### src/rtl/mips_pkg.sv
// Shared MIPS front-end definitions: reset vector, NOP encoding, fetch FSM
// states and the opcode/func values that decode also relies on.
package mips_pkg;

    localparam logic [31:0] RESET_PC = 32'h0000_0000;
    localparam logic [31:0] NOP      = 32'h0000_0000;

    typedef enum logic {
        RUN  = 1'b0,
        PEND = 1'b1
    } fetch_state_e;

    localparam logic [5:0] OP_SPECIAL = 6'h00;
    localparam logic [5:0] OP_J       = 6'h02;
    localparam logic [5:0] OP_JAL     = 6'h03;
    localparam logic [5:0] OP_BEQ     = 6'h04;
    localparam logic [5:0] OP_BNE     = 6'h05;
    localparam logic [5:0] FN_JR      = 6'h08;
    localparam logic [5:0] FN_JALR    = 6'h09;

    function automatic logic [31:0] word_align(input logic [31:0] addr);
        return addr & 32'hFFFF_FFFC;
    endfunction

endpackage

### src/rtl/if_id_reg.sv
// IF/ID pipeline register: loads a fetched word, inserts a bubble, or holds.
module if_id_reg
    import mips_pkg::*;
(
    input  logic        clk,
    input  logic        rst,
    input  logic        load_i,
    input  logic        bubble_i,
    input  logic [31:0] instr_i,
    input  logic [31:0] pc4_i,
    output logic [31:0] instr_o,
    output logic [31:0] pc4_o,
    output logic        valid_o
);

    logic [31:0] instr_q;
    logic [31:0] pc4_q;
    logic        valid_q;

    // A bubble leaves pc4 untouched; only instr/valid mark the slot as empty.
    always_ff @(posedge clk or posedge rst) begin
        if (rst) begin
            instr_q <= NOP;
            pc4_q   <= 32'h0;
            valid_q <= 1'b0;
        end else if (bubble_i) begin
            instr_q <= NOP;
            valid_q <= 1'b0;
        end else if (load_i) begin
            instr_q <= instr_i;
            pc4_q   <= pc4_i;
            valid_q <= 1'b1;
        end
    end

    assign instr_o = instr_q;
    assign pc4_o   = pc4_q;
    assign valid_o = valid_q;

endmodule

### src/rtl/if_stage.sv
// MIPS instruction fetch: PC select, redirect-during-miss FSM (RUN/PEND),
// saturating cache-stall counter and the IF/ID register.
module if_stage
    import mips_pkg::*;
(
    input  logic        clk,
    input  logic        rst,
    output logic [29:0] ic_addr,
    output logic        ic_ren,
    input  logic [31:0] ic_rdata,
    input  logic        ic_stall,
    input  logic        hold,
    input  logic        redirect,
    input  logic [31:0] redirect_pc,
    output logic [31:0] id_instr,
    output logic [31:0] id_pc4,
    output logic        id_valid,
    output logic [31:0] pc,
    output logic [15:0] stall_cnt
);

    fetch_state_e state_q, state_d;
    logic [31:0]  pc_q, pc_d;
    logic [31:0]  pend_pc_q, pend_pc_d;
    logic [15:0]  cnt_q, cnt_d;
    logic [31:0]  pc4;
    logic         adv;
    logic         load;
    logic         bubble;

    assign adv = !ic_stall && !hold;
    assign pc4 = pc_q + 32'd4;

    // hold freezes everything; a redirect seen during a miss is parked in
    // pend_pc and applied when the miss resolves, unless a newer one arrives.
    always_comb begin
        state_d   = state_q;
        pc_d      = pc_q;
        pend_pc_d = pend_pc_q;
        load      = 1'b0;
        bubble    = 1'b0;
        if (adv) begin
            state_d = RUN;
            if (redirect) begin
                pc_d   = word_align(redirect_pc);
                bubble = 1'b1;
            end else if (state_q == PEND) begin
                pc_d   = pend_pc_q;
                bubble = 1'b1;
            end else begin
                pc_d = pc4;
                load = 1'b1;
            end
        end else if (ic_stall && !hold) begin
            bubble = 1'b1;
            if (redirect) begin
                state_d   = PEND;
                pend_pc_d = word_align(redirect_pc);
            end
        end
    end

    assign cnt_d = (ic_stall && cnt_q != 16'hFFFF) ? cnt_q + 16'd1 : cnt_q;

    always_ff @(posedge clk or posedge rst) begin
        if (rst) begin
            state_q   <= RUN;
            pc_q      <= RESET_PC;
            pend_pc_q <= 32'h0;
            cnt_q     <= 16'h0;
        end else begin
            state_q   <= state_d;
            pc_q      <= pc_d;
            pend_pc_q <= pend_pc_d;
            cnt_q     <= cnt_d;
        end
    end

    if_id_reg u_if_id (
        .clk      (clk),
        .rst      (rst),
        .load_i   (load),
        .bubble_i (bubble),
        .instr_i  (ic_rdata),
        .pc4_i    (pc4),
        .instr_o  (id_instr),
        .pc4_o    (id_pc4),
        .valid_o  (id_valid)
    );

    assign ic_addr   = pc_q[31:2];
    assign ic_ren    = !rst;
    assign pc        = pc_q;
    assign stall_cnt = cnt_q;

endmodule
### config.mk
export PLATFORM = sky130hd
export DESIGN_NAME = if_stage
export DESIGN_NICKNAME = d
export VERILOG_FILES = /design/src/rtl/mips_pkg.sv /design/src/rtl/if_id_reg.sv /design/src/rtl/if_stage.sv
export SDC_FILE = /design/constraint.sdc
export NUM_CORES = 1
export LEC_CHECK = 0
export ABC_AREA = 1
export BUFFER_PORTS_ARGS = -buffer_cell sky130_fd_sc_hd__buf_2
export CAP_MARGIN = 15
export CORE_UTILIZATION = 47
export DETAILED_ROUTE_END_ITERATION = 10
export GPL_TIMING_DRIVEN = 0
export PLACE_DENSITY = 0.75
export SLEW_MARGIN = 20
export SYNTH_ARGS = -nofsm -noshare
export SYNTH_HDL_FRONTEND = slang
export SYNTH_SLANG_ARGS = --single-unit
export TNS_END_PERCENT = 10
### constraint.sdc
create_clock -name clk -period 4 [get_ports clk]
set_clock_uncertainty 0.05 [all_clocks]
set_input_delay 0.4 -clock clk [delete_from_list [all_inputs] [get_ports clk]]
set_output_delay 0.4 -clock clk [all_outputs]
set_load 0.01 [all_outputs]
==> impl_metrics.env <==
export IMPL_yosysWarnings=0
export IMPL_start_util_pct=48.8
export IMPL_first_iter_violations=497
export IMPL_grtUsageTotal_pct=27.2
export IMPL_dieArea_um2=15800
export IMPL_seq_area_frac_synth_pct=48.8
export IMPL_hp_class="in -> reg"
export IMPL_ys_ff_latch=140
export IMPL_cap_violations=0
export IMPL_layout_cells_non_filler=1314
export IMPL_worstPathCellList="dlygate4sd3_1 > buf_2 > clkinvlp_4 > buf_12 > buf_12 > buf_12 > buf_2"
export IMPL_maxSlewHeadroom_pct=60.2
export IMPL_synthArstFlopShare_pct=100
export IMPL_dp_cells=1281
export IMPL_layout_commonest_cell="nand2_1"
export IMPL_violations="design-rule violations"
export IMPL_period_minus_slack_ns=2.58
export IMPL_critPathLaunchType="input pin"
export IMPL_ys_types=33
export IMPL_ant_nets=0
export IMPL_pre_cts_ws_ns=1.92
export IMPL_dpl_instance_area_um2=8560
export IMPL_timing_fmax_ghz=0.387
export IMPL_critPathMaxStageDelay_ns=0.53
export IMPL_hpwl_um=16000
export IMPL_n_antenna_cell=0
export IMPL_tritoncts="done"
export IMPL_grt_max_degree=32
export IMPL_num_rows=44
export IMPL_drive_above_1_share_pct=28.2
export IMPL_total_power_w=0.00480
export IMPL_vias=6811
export IMPL_cp_data_arrival_time_ns=2.13
export IMPL_fin_nets=1188
export IMPL_power_leakage_nw=4.88
export IMPL_clk_latency_ns=0.42
export IMPL_rsz0062_at_grt="no"
export IMPL_area_growth_pct=28.6
export IMPL_root_buffer="clkbuf_16"
export IMPL_grt_pass1_vias=6430
export IMPL_finalCritPeriodShare_pct=64.6
export IMPL_io_pins=213
export IMPL_ys_flop_type="dfrtp_1"
export IMPL_synth_cells=884
export IMPL_critPathRequiredTime_ns=3.55
export IMPL_final_hold_viol_count=0
export IMPL_clockBufferDepth=2
export IMPL_antenna_found_initial=0
export IMPL_fin_area_um2=9230
export IMPL_final_cell_mix="217 x nand2_1, 213 x buf_2, 140 x dfrtp_1"
export IMPL_worst_slew_pin_slew_ns=0.597
export IMPL_r2r_slack_ns=1.93
export IMPL_status="complete, but fails checks"
export IMPL_power_density_nw_per_um2=520
export IMPL_drv_slew=0
export IMPL_synth_edf_count=0
export IMPL_setup_tns_ns=0
export IMPL_ir_drop_mv=0.306
export IMPL_avgSynthCellArea_um2=8.12
export IMPL_critPathMaxFanout=30
export IMPL_gr_total_overflow=0
export IMPL_fin_ws_ns=1.42
export IMPL_die_w_um=126
export IMPL_drcViolationCount=19
export IMPL_drt_wl_total_um=20800
export IMPL_worstSetupPathType="in -> out"
export IMPL_die_h_um=126
export IMPL_crit_slowest_cell="dlygate4sd3_1"
export IMPL_numPortBuffers=205
export IMPL_numCtsBuffers=17
export IMPL_routedWlPerCell_um=15.8
export IMPL_via_per_inst=5.18
export IMPL_coreArea_um2=14700
export IMPL_htree_levels=4
export IMPL_clock_sinks=140
export IMPL_first_pass_iters=10
export IMPL_clk_pin_slew_worst_paths_ns=0.06
export IMPL_postCtsSetupRepairBufs=0
export IMPL_grt_pass1_wl_um=33300
export IMPL_place_congestion=0.932
export IMPL_crit_top_cell="buf_12"
export IMPL_setup_violations_final=0
export IMPL_syn_area_um2=7180
export IMPL_end_kind="output pin"
## worst max-delay path: cells and delay by family
family	cells	cell delay, ns
buffers and inverters	7	1.70
## metal layers
layer | vias to the layer above | global-route usage [%] | part of all wire (%)
met5 | - | 0 | 0
met4 | 0 | 11.3 | 2.7
met3 | 41 | 4.75 | 6.5
met2 | 289 | 44.6 | 47
met1 | 3168 | 35.8 | 44
li1 | 3313 | - | -
## timing repair
action / 4_1_cts / 5_1_grt
resized for setup: 0 / 0
hold buffers: 1 / 0
endpoints found under the hold margin: 11 / 0
## path summary, 6_finish.rpt
check / start / to / cells after the start
setup / recovery: rst / ic_ren / 7
hold / removal: ic_rdata[27] / u_if_id.instr_o[27]$_DFFE_PP0P_ / 2
setup reg to reg: pc[2]$_DFFE_PP0P_ / u_if_id.pc4_o[16]$_DFFE_PP0P_ / 8
hold reg to reg: u_if_id.pc4_o[20]$_DFFE_PP0P_ / u_if_id.pc4_o[20]$_DFFE_PP0P_ / 1
max in group asynchronous: rst / pc[26]$_DFFE_PP0P_ / 7
min in group asynchronous: rst / u_if_id.instr_o[3]$_DFFE_PP0P_ / 3
## through the flow
stage                     utilization (%)  hold slack, ns
after floorplan                         -           0.403
after detailed placement             58.2           0.320
final                                62.8           0.146
after global routing                 62.8           0.138
after global placement               57.5           0.407
after CTS                            62.8           0.136
## synth_stat cells, types with 2 or more instances
master      n  area, um^2
a21o_1      4        30.0
a21oi_1    48         240
a21oi_2     4        35.0
a22o_1     32         280
a31oi_1     9        56.3
buf_1       4        15.0
buf_2       8        40.0
buf_4      38         285
buf_6       2        22.5
clkbuf_1   18        67.6
dfrtp_1   140        3500
ha_1        2        25.0
inv_1      83         312
inv_2       3        11.3
inv_4       2        12.5
mux2_2      8        90.1
nand2_1   217         815
nand3_1    47         235
nand4_1     6        37.5
nor2_1     89         334
nor2_2      4        25.0
nor2_8      3        60.1
nor3_1      9        45.0
o21ai_0    71         355
o21ai_1    11        55.1
xnor2_1     2        17.5
xor2_1     14         123
## registers in the layout (all words and copies together) (netlist names)
register,flops
state_q,1
stall_cnt,16
pc,30
pend_pc_q,30
u_if_id.valid_o,1
u_if_id.instr_o,32
u_if_id.pc4_o,30
## cell type report
cell class	instances	area, um^2
inverters	88	339
flip-flops and latches	140	3500
clock buffers	19	453
fillers	1307	5470
clock inverters	13	211
well taps	184	230
multi-input cells	589	2920
repair buffers	211	1140
plain buffers	70	430
## cells by family (layout without fill, tap and decap cells)
logic type | count (synthesis) | in the layout | share of synthesized area (%)
other cells | 1 | 4 | 0.0523
mux | 8 | 8 | 1.26
xor+xnor | 16 | 16 | 1.95
flops | 140 | 140 | 48.8
fa+ha+maj | 2 | 2 | 0.349
buf+inv | 158 | 401 | 10.7
simple gates | 380 | 380 | 22.2
compound gates | 179 | 179 | 14.7
## report_power, final
group / switching [W] / internal [W] / leakage [nW]
combinational: 0.000668 / 0.000484 / 2.81
clock: 0.000610 / 0.00114 / 0.312
sequential: 0.000231 / 0.00166 / 1.76
Note: power is estimated with default switching activity, not from simulation.
